===== src/rtl/serial_add_sequencer.sv =====
// rtl/serial_add_sequencer.sv - bit-serial adder controller driving one full-adder slice
module serial_add_sequencer #(
   parameter int WIDTH = 8
) (
   input  logic             clk_i,
   input  logic             rst_n_i,
   input  logic             start_i,
   input  logic [WIDTH-1:0] a_i,
   input  logic [WIDTH-1:0] b_i,
   input  logic             cin_i,
   output logic             busy_o,
   output logic             done_o,
   output logic [WIDTH-1:0] sum_o,
   output logic             cout_o
);

   localparam int CW = $clog2(WIDTH) + 1;
   localparam logic [CW-1:0] LAST_BIT = CW'(WIDTH - 1);

   typedef enum logic [1:0] {
      IDLE = 2'd0,
      RUN  = 2'd1,
      DONE = 2'd2
   } state_e;

   state_e           state_q;
   logic [WIDTH-1:0] a_sh_q;
   logic [WIDTH-1:0] b_sh_q;
   logic [WIDTH-1:0] acc_q;
   logic [WIDTH-1:0] sum_q;
   logic             carry_q;
   logic             cout_q;
   logic             busy_q;
   logic             done_q;
   logic [CW-1:0]    cnt_q;

   logic             bit_s_d;
   logic             carry_d;
   logic [WIDTH-1:0] s_msb;
   logic [WIDTH-1:0] acc_d;

   // Single full-adder slice on the current LSBs, plus the accumulator with the new bit entering at the MSB
   always_comb begin
      bit_s_d         = a_sh_q[0] ^ b_sh_q[0] ^ carry_q;
      carry_d         = (a_sh_q[0] & b_sh_q[0]) | (carry_q & (a_sh_q[0] ^ b_sh_q[0]));
      s_msb           = '0;
      s_msb[WIDTH-1]  = bit_s_d;
      acc_d           = (acc_q >> 1) | s_msb;
   end

   // Sequencer: accept in IDLE, one bit per cycle in RUN, publish result on the last bit, one-cycle DONE
   always_ff @(posedge clk_i or negedge rst_n_i) begin
      if (!rst_n_i) begin
         state_q <= IDLE;
         a_sh_q  <= '0;
         b_sh_q  <= '0;
         acc_q   <= '0;
         sum_q   <= '0;
         carry_q <= 1'b0;
         cout_q  <= 1'b0;
         busy_q  <= 1'b0;
         done_q  <= 1'b0;
         cnt_q   <= '0;
      end else begin
         case (state_q)
            IDLE: begin
               done_q <= 1'b0;
               if (start_i) begin
                  a_sh_q  <= a_i;
                  b_sh_q  <= b_i;
                  carry_q <= cin_i;
                  cnt_q   <= '0;
                  busy_q  <= 1'b1;
                  state_q <= RUN;
               end
            end
            RUN: begin
               a_sh_q  <= a_sh_q >> 1;
               b_sh_q  <= b_sh_q >> 1;
               carry_q <= carry_d;
               acc_q   <= acc_d;
               cnt_q   <= cnt_q + CW'(1);
               if (cnt_q == LAST_BIT) begin
                  sum_q   <= acc_d;
                  cout_q  <= carry_d;
                  busy_q  <= 1'b0;
                  done_q  <= 1'b1;
                  state_q <= DONE;
               end
            end
            DONE: begin
               done_q  <= 1'b0;
               state_q <= IDLE;
            end
            default: begin
               busy_q  <= 1'b0;
               done_q  <= 1'b0;
               state_q <= IDLE;
            end
         endcase
      end
   end

   assign busy_o = busy_q;
   assign done_o = done_q;
   assign sum_o  = sum_q;
   assign cout_o = cout_q;

endmodule

===== config.mk =====
export PLATFORM = sky130hd
export DESIGN_NAME = serial_add_sequencer
export DESIGN_NICKNAME = d
export VERILOG_FILES = /design/src/rtl/serial_add_sequencer.sv
export SDC_FILE = /design/constraint.sdc
export NUM_CORES = 1
export LEC_CHECK = 0
export CAP_MARGIN = 10
export CORE_MARGIN = 10
export CORE_UTILIZATION = 45
export CTS_CLUSTER_SIZE = 16
export DETAILED_ROUTE_END_ITERATION = 7
export PLACE_DENSITY = 0.7
export SYNTH_ARGS = -nofsm -noshare
export SYNTH_HDL_FRONTEND = slang
export SYNTH_SLANG_ARGS = --single-unit
export TNS_END_PERCENT = 10

===== constraint.sdc =====
create_clock -name clk_i -period 1.47 [get_ports clk_i]
set_input_delay 0.441 -clock clk_i [delete_from_list [all_inputs] [get_ports clk_i]]
set_output_delay 0.441 -clock clk_i [all_outputs]
set_load 0.02 [all_outputs]

After elaboration in Yosys (flattened, before gate mapping)
Index checks and enable logic that the tools add are counted.
Widths: inputs -> output; s select.
{ "totals": {"inputBits": 20, "out_inout_bits": 11, "ff_bits": 42, "elab_cells": 45} }
{ "op_classes": {"n_reduce_logical": 6, "n_addsub": 1, "eq_ne": 5, "n_bitwise": 7, "muxes": 16} }
{ "op_table": {"columns": ["cell", "n"], "rows": [
  ["$pmux 8 s2", 2],
  ["$mux 8", 2],
  ["$or 7x8->8", 1],
  ["$pmux 4 s2", 1],
  ["$reduce_and 2->1", 3],
  ["$mux 1", 5],
  ["$add 4x1->4 const B", 1],
  ["$eq 4x3->1 const B", 1],
  ["$mux 2", 2],
  ["$mux 4", 1],
  ["$ne 2x2->1 const B", 2],
  ["$pmux 2 s2", 1],
  ["$pmux 1 s3", 1],
  ["$reduce_and 3->1", 1],
  ["$and 1x1->1", 2],
  ["$eq 2x1->1 const B", 1],
  ["$eq 2x2->1 const B", 1],
  ["$logic_not 2->1", 1],
  ["$pmux 1 s2", 1],
  ["$reduce_bool 2->1", 1],
  ["$xor 1x1->1", 2],
  ["$not 1->1", 1],
  ["$or 1x1->1", 1]
]} }

Depth between registers and ports, before layout
Gate-level depths: netlist (run 1).
{ "depth": {"depth_word": 4, "depth_mapped": 5, "depth_no_buf": 4} }

Worst setup path after synthesis (run 1)
Ideal clock, no wire load.
{ "synth_timing": {"path_kind": "flip-flop to flip-flop", "start": "register cnt_q[0]", "end": "register cout_q, in the netlist cout_o", "arrival_time_ns": 1.195, "path_buffers": 0, "path_stages_with_launch": 5, "period_less_slack_ns": 1.320, "setup_time_ns": 0.125, "setup_slack_ns": 0.150, "t_required_ns": 1.345, "cell_sequence": "dfrtp_1 > ha_1 > nand3b_4 > nor2_8 > mux2_2"} }
{ "synth_via": {"elab_chain_cells": 2} }
{ "synth_lines": {"columns": ["element", "line_no", "text"], "rows": [
  ["start: declaration", "35", "logic [CW-1:0] cnt_q;"],
  ["start signal: assignment", "82", "cnt_q <= cnt_q + CW'(1);"],
  ["$eq 4x3->1", "83", "if (cnt_q == LAST_BIT) begin"],
  ["$reduce_and 2->1 (no line)", null, null],
  ["end signal: assignment", "85", "cout_q <= carry_d;"],
  ["end: declaration", "32", "logic cout_q;"]
]} }
No other way between the ends.
A chain may end at the register's enable or synchronous reset.

Worst setup path after layout (run 1)
{ "layout_timing": {"start": "register sum_q[1], in the netlist sum_o[1]", "end": "output port sum_o[1]"} }
{ "layout_rtl": {"columns": ["element", "line_no", "text"], "rows": [
  ["start: declaration", "30", "logic [WIDTH-1:0] sum_q;"],
  ["start signal: assignment", "58", "sum_q <= '0;"],
  ["start signal: assignment", "84", "sum_q <= acc_d;"],
  ["end: declaration", "13", "output logic [WIDTH-1:0] sum_o,"]
]} }
No word-level cell between the ends.

==> results, run 1 <==
- Traced cell by cell, the critical path runs through clkdlybuf4s15_1.
- The number of placed I/O pins is 31.
- Synthesis produced a netlist with a net count of 164.
- The number of nets in the layout is 200.
- The post-synthesis instance area is 0.00175 sq mm.
- Yosys mapped the design onto 25 distinct sky130hd cell types.
- After legalization and detailed placement, the total HPWL measured 2510 um.
- The worst hold path class is in2async.
- STA classifies the critical path startpoint as a flip-flop.
- The final count of pins violating max slew is 0.
- The DRC violation total after the first TritonRoute iteration is 51.
- For the finished layout, the period the worst path requires is 1410 ps.
- The sink count of the clock tree is 41.
- The via count of the first global-routing pass came to 1,357.
- The initial utilization of the core area, before any placement, comes to 47.0%.
- The highest cell delay on the worst timing path is 390 ps.
- STA classifies the critical path endpoint as a primary output.
- The buffers plus inverters on the worst setup path is 1.
- The worst-case IR drop observed on VDD is 1290 uV.
- In the final routed layout, each cell accounts on average for 15.9 um.
- The buffer type at the clock tree root is clkbuf_8.
- The count of TritonRoute iterations in the first routing pass is 4.
- The leakage component of the power is 0.984 nW.
- Dividing the detail-routed via count by the number of cells gives 5.31.
- OpenSTA, run right after detailed placement, puts the worst setup slack at -207 ps.
- Across all layers, the routed design uses 1,205 vias.
- The largest individual stage delay along the critical path comes from the cell dfrtp_1.
- The final routed wirelength across all metal layers is 3600 um.
- The setup check on the worst reg-to-reg path leaves a slack of 70 ps.
- The CTS clock-pin slew for the worst setup and hold paths is 70 ps.
- The chip height is 82.3 um.
- Summing all placed instances gives a cell area of 0.00211 sq mm.
- The clock passes through at most 2 buffers.
- The number of diodes is 0.
- The highest-utilization routing layer at the global route stage is met2.
- The run finished with clean final reports.
- In this run the mean area of a mapped cell was 12.3 sq um.
- The clock reaches the later pin of the worst-skew pair after 290 ps.
- The critical path data arrival time is 970 ps.
- The count of input and output buffers is 30.
- The final core area utilization is 59.1%.
- The final critical-path share of the clock period is 95.7%.
- The placement row count is 22.
- Ranked by total cell area, the synthesized netlist is headed by dfrtp_1 59%, mux2_2 11%, a22oi_1 6.0%.
- The instance count of the mapped netlist is 142.
- The transition time at the pin with the least slew margin is 233 ps.
- For this run, global-route usage on met2 was measured as 18.9%.
- After synthesis, the largest area contributor takes up 58.8% of total cell area.
- The die is 82.3 um wide.
- The share of the yosys chip area belonging to registers is 58.8%.
- Among cell families on the critical path, the largest total delay comes from flip-flops.
- The number of levels the H-tree was split into is 2.
- After detailed placement, the design holds a cell count of 219.
- For this design, the CTS-stage hold fixing added 0 buffers.
- The maximum number of pins on one net before global-route repair is 42.
- The area growth from synthesis to layout is 25.7%.
- The maximum fanout encountered on the critical timing path is 2.
- The depth of the critical timing path with buffers and inverters included is 1.
- Summed over all layers, the global routing overflow is 0.
- The overall global routing resource usage is 12.1%.
- Across the routed clock network, the largest skew measured is 5.50 ps.
- In this run the standard cell core region covers 0.00372 sq mm.
- TritonCTS built the clock tree.
- The required time at the endpoint of the critical path is 1030 ps.
- Routability-driven placement finished with a final weighted congestion of 0.760.
- In the final layout, the share of cells above drive strength 1 is 21.8%.
- The cell taking the most area after synthesis is dfrtp_1.
- The kind of critical path is reg2out.
- Setup violations remaining at the end of the flow were counted as 0.
- The TritonCTS buffer count is 5.
- The overall die area is 0.00677 sq mm.
- In this run the tightest slew margin relative to its limit is 84.4%.
- After synthesis the netlist holds a flip-flop and latch count of 41.
- The initial antenna violation count is 0.
- The count of antenna-violating nets left after detailed routing is 0.
- The met1 capacity usage during global routing is 13.9%.
- The post-detailed-route DRC marker count is 0.
- The maximum clock frequency is 711 MHz.
- After routing the design area is 0.00219 sq mm.
- The met3 layer usage reported by global route is 6.59%.
- For this design the ratio of total power to cell area is 2010 mW/mm^2.
- The count of final hold-check violations is 0.
- After the flow finishes, the layout carries non-filler instances totaling 227.
- Setup slack on the critical path of the routed design comes to 63.0 ps.
- Across the run, the number of max-cap violations was 0.
- Yosys printed 0 warnings.
- The wire length of the first global-routing pass is 6370 um.
- In the final timing run, aggregate negative setup slack is 0 ps.
- The worst reg-to-reg path cell count is 4.
-- area by class of cell --
cell class              instances  area, sq um
repair buffers                 38          358
well taps                      48         60.1
flip-flops and latches         41         1030
clock inverters                 2         10.0
inverters                       2         7.51
multi-input cells              90          661
clock buffers                   6         72.6
fillers                       325         1520
-- metrics by stage --
| stage | total power [mW] | hold WS, ps |
|---|---|---|
| floorplan | 3.16 | 145 |
| global placement | 3.72 | 427 |
| detailed placement | 3.81 | 430 |
| CTS | 4.44 | 109 |
| global route | 4.80 | 111 |
| finish | 4.42 | 104 |
-- per-layer routing --
layer | vias up | wire [um]
li1 | 571 | -
met1 | 595 | 1540
met2 | 34 | 1670
met3 | 5 | 346
met4 | 0 | 40
met5 | - | 0
-- layout by cell type (no fill, tap or decap) --
cell	n
a21oi_1	3
a22o_1	3
a22oi_1	14
and3b_1	2
buf_12	1
buf_2	1
buf_4	7
clkbuf_1	1
clkbuf_2	2
clkbuf_8	5
clkdlybuf4s15_1	9
clkdlybuf4s50_1	18
clkinv_2	2
dfrtp_1	41
fa_1	1
ha_4	1
inv_1	2
mux2_2	17
nand2_1	18
nand2b_2	1
nand3_1	3
nand3b_4	1
nor2_1	3
nor2_8	1
nor2b_1	2
o21ai_0	16
o21ai_1	1
o21bai_1	1
o22ai_1	1
or3_1	1
-- kinds of logic (layout without fill, tap and decap cells) --
kind of cell | count (synthesis) | count (layout) | synth area share, %
compound gates | 39 | 39 | 14.1
flops | 41 | 41 | 58.8
mux | 17 | 17 | 11.0
buf+inv | 11 | 48 | 4.09
simple gates | 32 | 32 | 10.3
fa+ha+maj | 2 | 2 | 1.86
-- where the power goes --
| group | leakage (nW) | internal (mW) | switching [mW] |
|---|---|---|---|
| sequential | 0.524 | 1.60 | 0.318 |
| combinational | 0.415 | 0.900 | 0.903 |
| clock | 0.0450 | 0.329 | 0.370 |
-- path summary, 6_finish.rpt --
path | start | to
worst max register to register | cnt_q[0] | sum_o[2]
worst min register to register | b_sh_q[6] | b_sh_q[6]
worst min-delay path | rst_n_i | a_sh_q[5]
min in group clk_i | b_sh_q[6] | b_sh_q[6]
worst max-delay path | sum_o[1] | sum_o[1]
max in group asynchronous | rst_n_i | done_o
-- flip-flops by register name (all words and copies together), names as in the netlist --
signal / cells
busy_o: 1
cnt_q: 4
b_sh_q: 8
acc_q: 7
state_q: 2
a_sh_q: 8
cout_o: 1
sum_o: 8
done_o: 1
carry_q: 1
-- what timing repair did --
action                                  4_1_cts  5_1_grt
endpoints found under the setup margin       13       19
setup buffers                                 0        0
cloned                                        0        0
gates resized for setup                      13       13
-- synth_stat cells --
master,n
a21oi_1,3
o21ai_0,16
and3b_1,2
o22ai_1,1
a22oi_1,14
buf_2,3
buf_4,3
o21bai_1,1
buf_6,2
inv_1,2
nand2b_2,1
nor2_1,3
dfrtp_1,41
or3_1,1
nand3_1,3
nor2_8,1
fa_1,1
nand2_1,18
o21ai_1,1
nand3b_4,1
ha_1,1
mux2_2,17
a22o_1,3
clkbuf_1,1
nor2b_1,2
Power figures use the tool's default switching activity.
==> inputs of run 2 (changes only) <==
- CELL_PAD_IN_SITES_DETAIL_PLACEMENT: unset -> 1
- CELL_PAD_IN_SITES_GLOBAL_PLACEMENT: unset -> 2
- CORE_UTILIZATION: 45 -> 34
- PLACE_DENSITY: 0.7 -> unset
- PLACE_DENSITY_LB_ADDON: unset -> 0.1
- SKIP_CTS_REPAIR_TIMING: unset -> 1
==> run 2 against run 1 <==
  * Cell count up 11%
  * Die area is 24% higher
  * Worst setup slack better by 9.9 ps
  * Critical path type is now reg2reg
  * Critical path depth increased by 3
  * First-iteration DRC count fell by 7.8%
  * Highest routed layer unchanged
  * Hold slack improved by 15 ps
==> results, run 2 (synthesis results as in run 1) <==
- The proportion of layout cells with a drive suffix above 1 is 22.1%.
- The routed layout has 1,194 vias.
- At the pin with the least slew margin, the transition time is 302 ps.
- The setup TNS is 0 ps.
- The number of failing setup endpoints in the final timing report is 0.
- The buffer levels on the longest clock path is 2.
- The post-place instance area is 0.00216 sq mm.
- The via count of the first global-routing pass is 1,367.
- The overall global routing resource usage is 10.2%.
- The number of placed I/O pins is 31.
- The clock network burns 15.4% of the power.
- The count of antenna-violating nets left after detailed routing is 0.
- Detailed routing placed a total of 213 um of wire on met3.
- The critical path goes through ha_2 > nand3b_4 > nor2_8 > mux2_2.
- Net switching is 35.6% of the power.
- The final worst setup slack is 72.9 ps.
- The most frequent standard cell in the layout excluding fill and tap cells is dfrtp_1.
- The maximum fanout encountered on the critical timing path is 10.
- The average vias per placed instance is 4.76.
- The final count of pins violating max slew was 0.
- Internal power comes to 2.93 mW.
- Detailed routing placed a total of 2020 um of wire on met2.
- The finished layout holds 251 standard cells, fillers aside.
- For this run, the top clock speed supported by timing is 716 MHz.
- Among all stages on the critical path, the largest delay is contributed by dfrtp_1.
- The wire length of the first global-routing pass is 6930 um.
- The count of final hold-check violations was 0.
- The end of the worst register-to-register path is sum_o[2].
- For this configuration, the core starts out at a cell density of 34.6%.
- The H-tree generated during clock tree synthesis spans 2 levels.
- Data on the critical path is required at its endpoint by 1640 ps.
- In this run the static leakage power is 1.13 nW.
- The net count of the finished layout is 202.
- After routing the design area is 0.00228 sq mm.
- At the later pin of the worst-skew pair, clock insertion delay measures 290 ps.
- The TritonCTS buffer count is 5.
- From bottom edge to top edge, the die measures 91.7 um.
- The CTS tree is yes.
- Measured on the finished design, the core utilization comes to 45.3%.
- STA classifies the critical path endpoint as a flip-flop.
- The final-layout fill cell count is 541.
- The worst hold path class is in2async.
- The critical path data arrival time is 1570 ps.
- The worst-case setup slack after placement is -241 ps.
- The final global-route overflow total is 0.
- The startpoint of the worst-slack reg-to-reg timing path is cnt_q[0].
- The first detailed-routing pass took 3 iterations.
- For this design the total switching power over the nets is 1.62 mW.
- The worst setup path is of the reg2reg kind.
- The number of max-cap violations is 0.
- The cell count after placement is 243.
- The initial antenna violation count is 0.
- Detailed placement finished with a half-perimeter wire length of 2890 um.
- The share of total power dissipated in combinational logic is 42.8%.
- The cell area power density is 1990 mW/mm^2.
- The maximum number of pins on one net before global-route repair is 42.
- The final worst clock skew is 9.35 ps.
- Setup repair after global routing left no endpoint under its margin.
- The overall die area is 0.00840 sq mm.
- The post-detailed-route DRC marker count is 0.
- The worst IR drop on VDD is 866 uV.
- In the final routed layout, each cell accounts on average for 16.0 um.
- The largest single stage delay on the critical path is 370 ps.
- After floorplanning, the core was sized to cover 0.00504 sq mm.
- The worst setup path is launched from a flip-flop.
- The buffers plus inverters on the worst setup path is 0.
- Row generation in the floorplan step produced 26 rows.
- The worst reg-to-reg path cell count is 4.
- The sink count of the clock tree is 41.
- The repair_antennas step left the layout with diodes totalling 0.
- The cell family contributing the most delay on the critical path is flip-flops.
- Registers are responsible for 41.8% of the overall power.
- The run finished with clean final reports.
- The worst-case hold slack is 119 ps.
- The relative max-transition margin is 79.8%.
- The design draws 4.54 mW.
- The buffer type at the clock tree root is clkbuf_8.
- The setup check on the worst reg-to-reg path leaves a slack of 70 ps.
- After clock tree synthesis, the clock-pin slew on the worst setup and hold paths is 70 ps.
- Of the available clock period, the critical path in the final layout requires 95.0%.
- For this block, the initial DRC count from the detailed router was 47.
- The wire length on met1 is 1760 um.
- The count of buffers added on input and output ports is 30.
- The area growth from synthesis to layout is 30.8%.
- The final routed wirelength across all metal layers is 4020 um.
- In the layout the commonest cells are 41 x dfrtp_1, 18 x nand2_1, 18 x clkdlybuf4s50_1.
- The startpoint of the most critical setup path is cnt_q[0].
- The die width is 91.7 um.
- The highest metal layer carrying signal wires in the routed design is met4.
- The congestion estimate from routability-driven global placement came to 0.743.
- The clock period minus worst slack is 1400 ps.
==> run 2: cell type report <==
class,instances,area [sq um],share of cell area [%]
inverters,2,7.51,0.329
multi-input cells,90,653,28.6
well taps,70,87.6,3.84
clock inverters,2,10.0,0.438
clock buffers,6,72.6,3.18
flip-flops and latches,41,1030,44.9
repair buffers,40,427,18.7
==> run 2: routing by layer <==
metal	vias to the layer above	track usage (%)
met5	-	0
met4	0	2.35
met3	4	4.24
met2	24	16.7
met1	592	12.2
li1	574	-
==> run 2: power groups by stage <==
stage	Sequential, mW	Combinational [mW]	Clock (mW)
final	1.90	1.95	0.701
after CTS	1.91	2.02	0.743
after floorplan	2.00	1.16	0
after global placement	1.90	1.93	0
after global routing	1.98	2.18	0.811
after detailed placement	1.93	2.01	0
==> run 2: worst max path at each step <==
stage / end / cells after the start
final: sum_o[2] / 4
after global routing: sum_o[6] / 4
after CTS: busy_o / 1
after detailed placement: b_sh_q[0] / 5
after global placement: a_sh_q[1] / 5
after floorplan: cout_o / 4
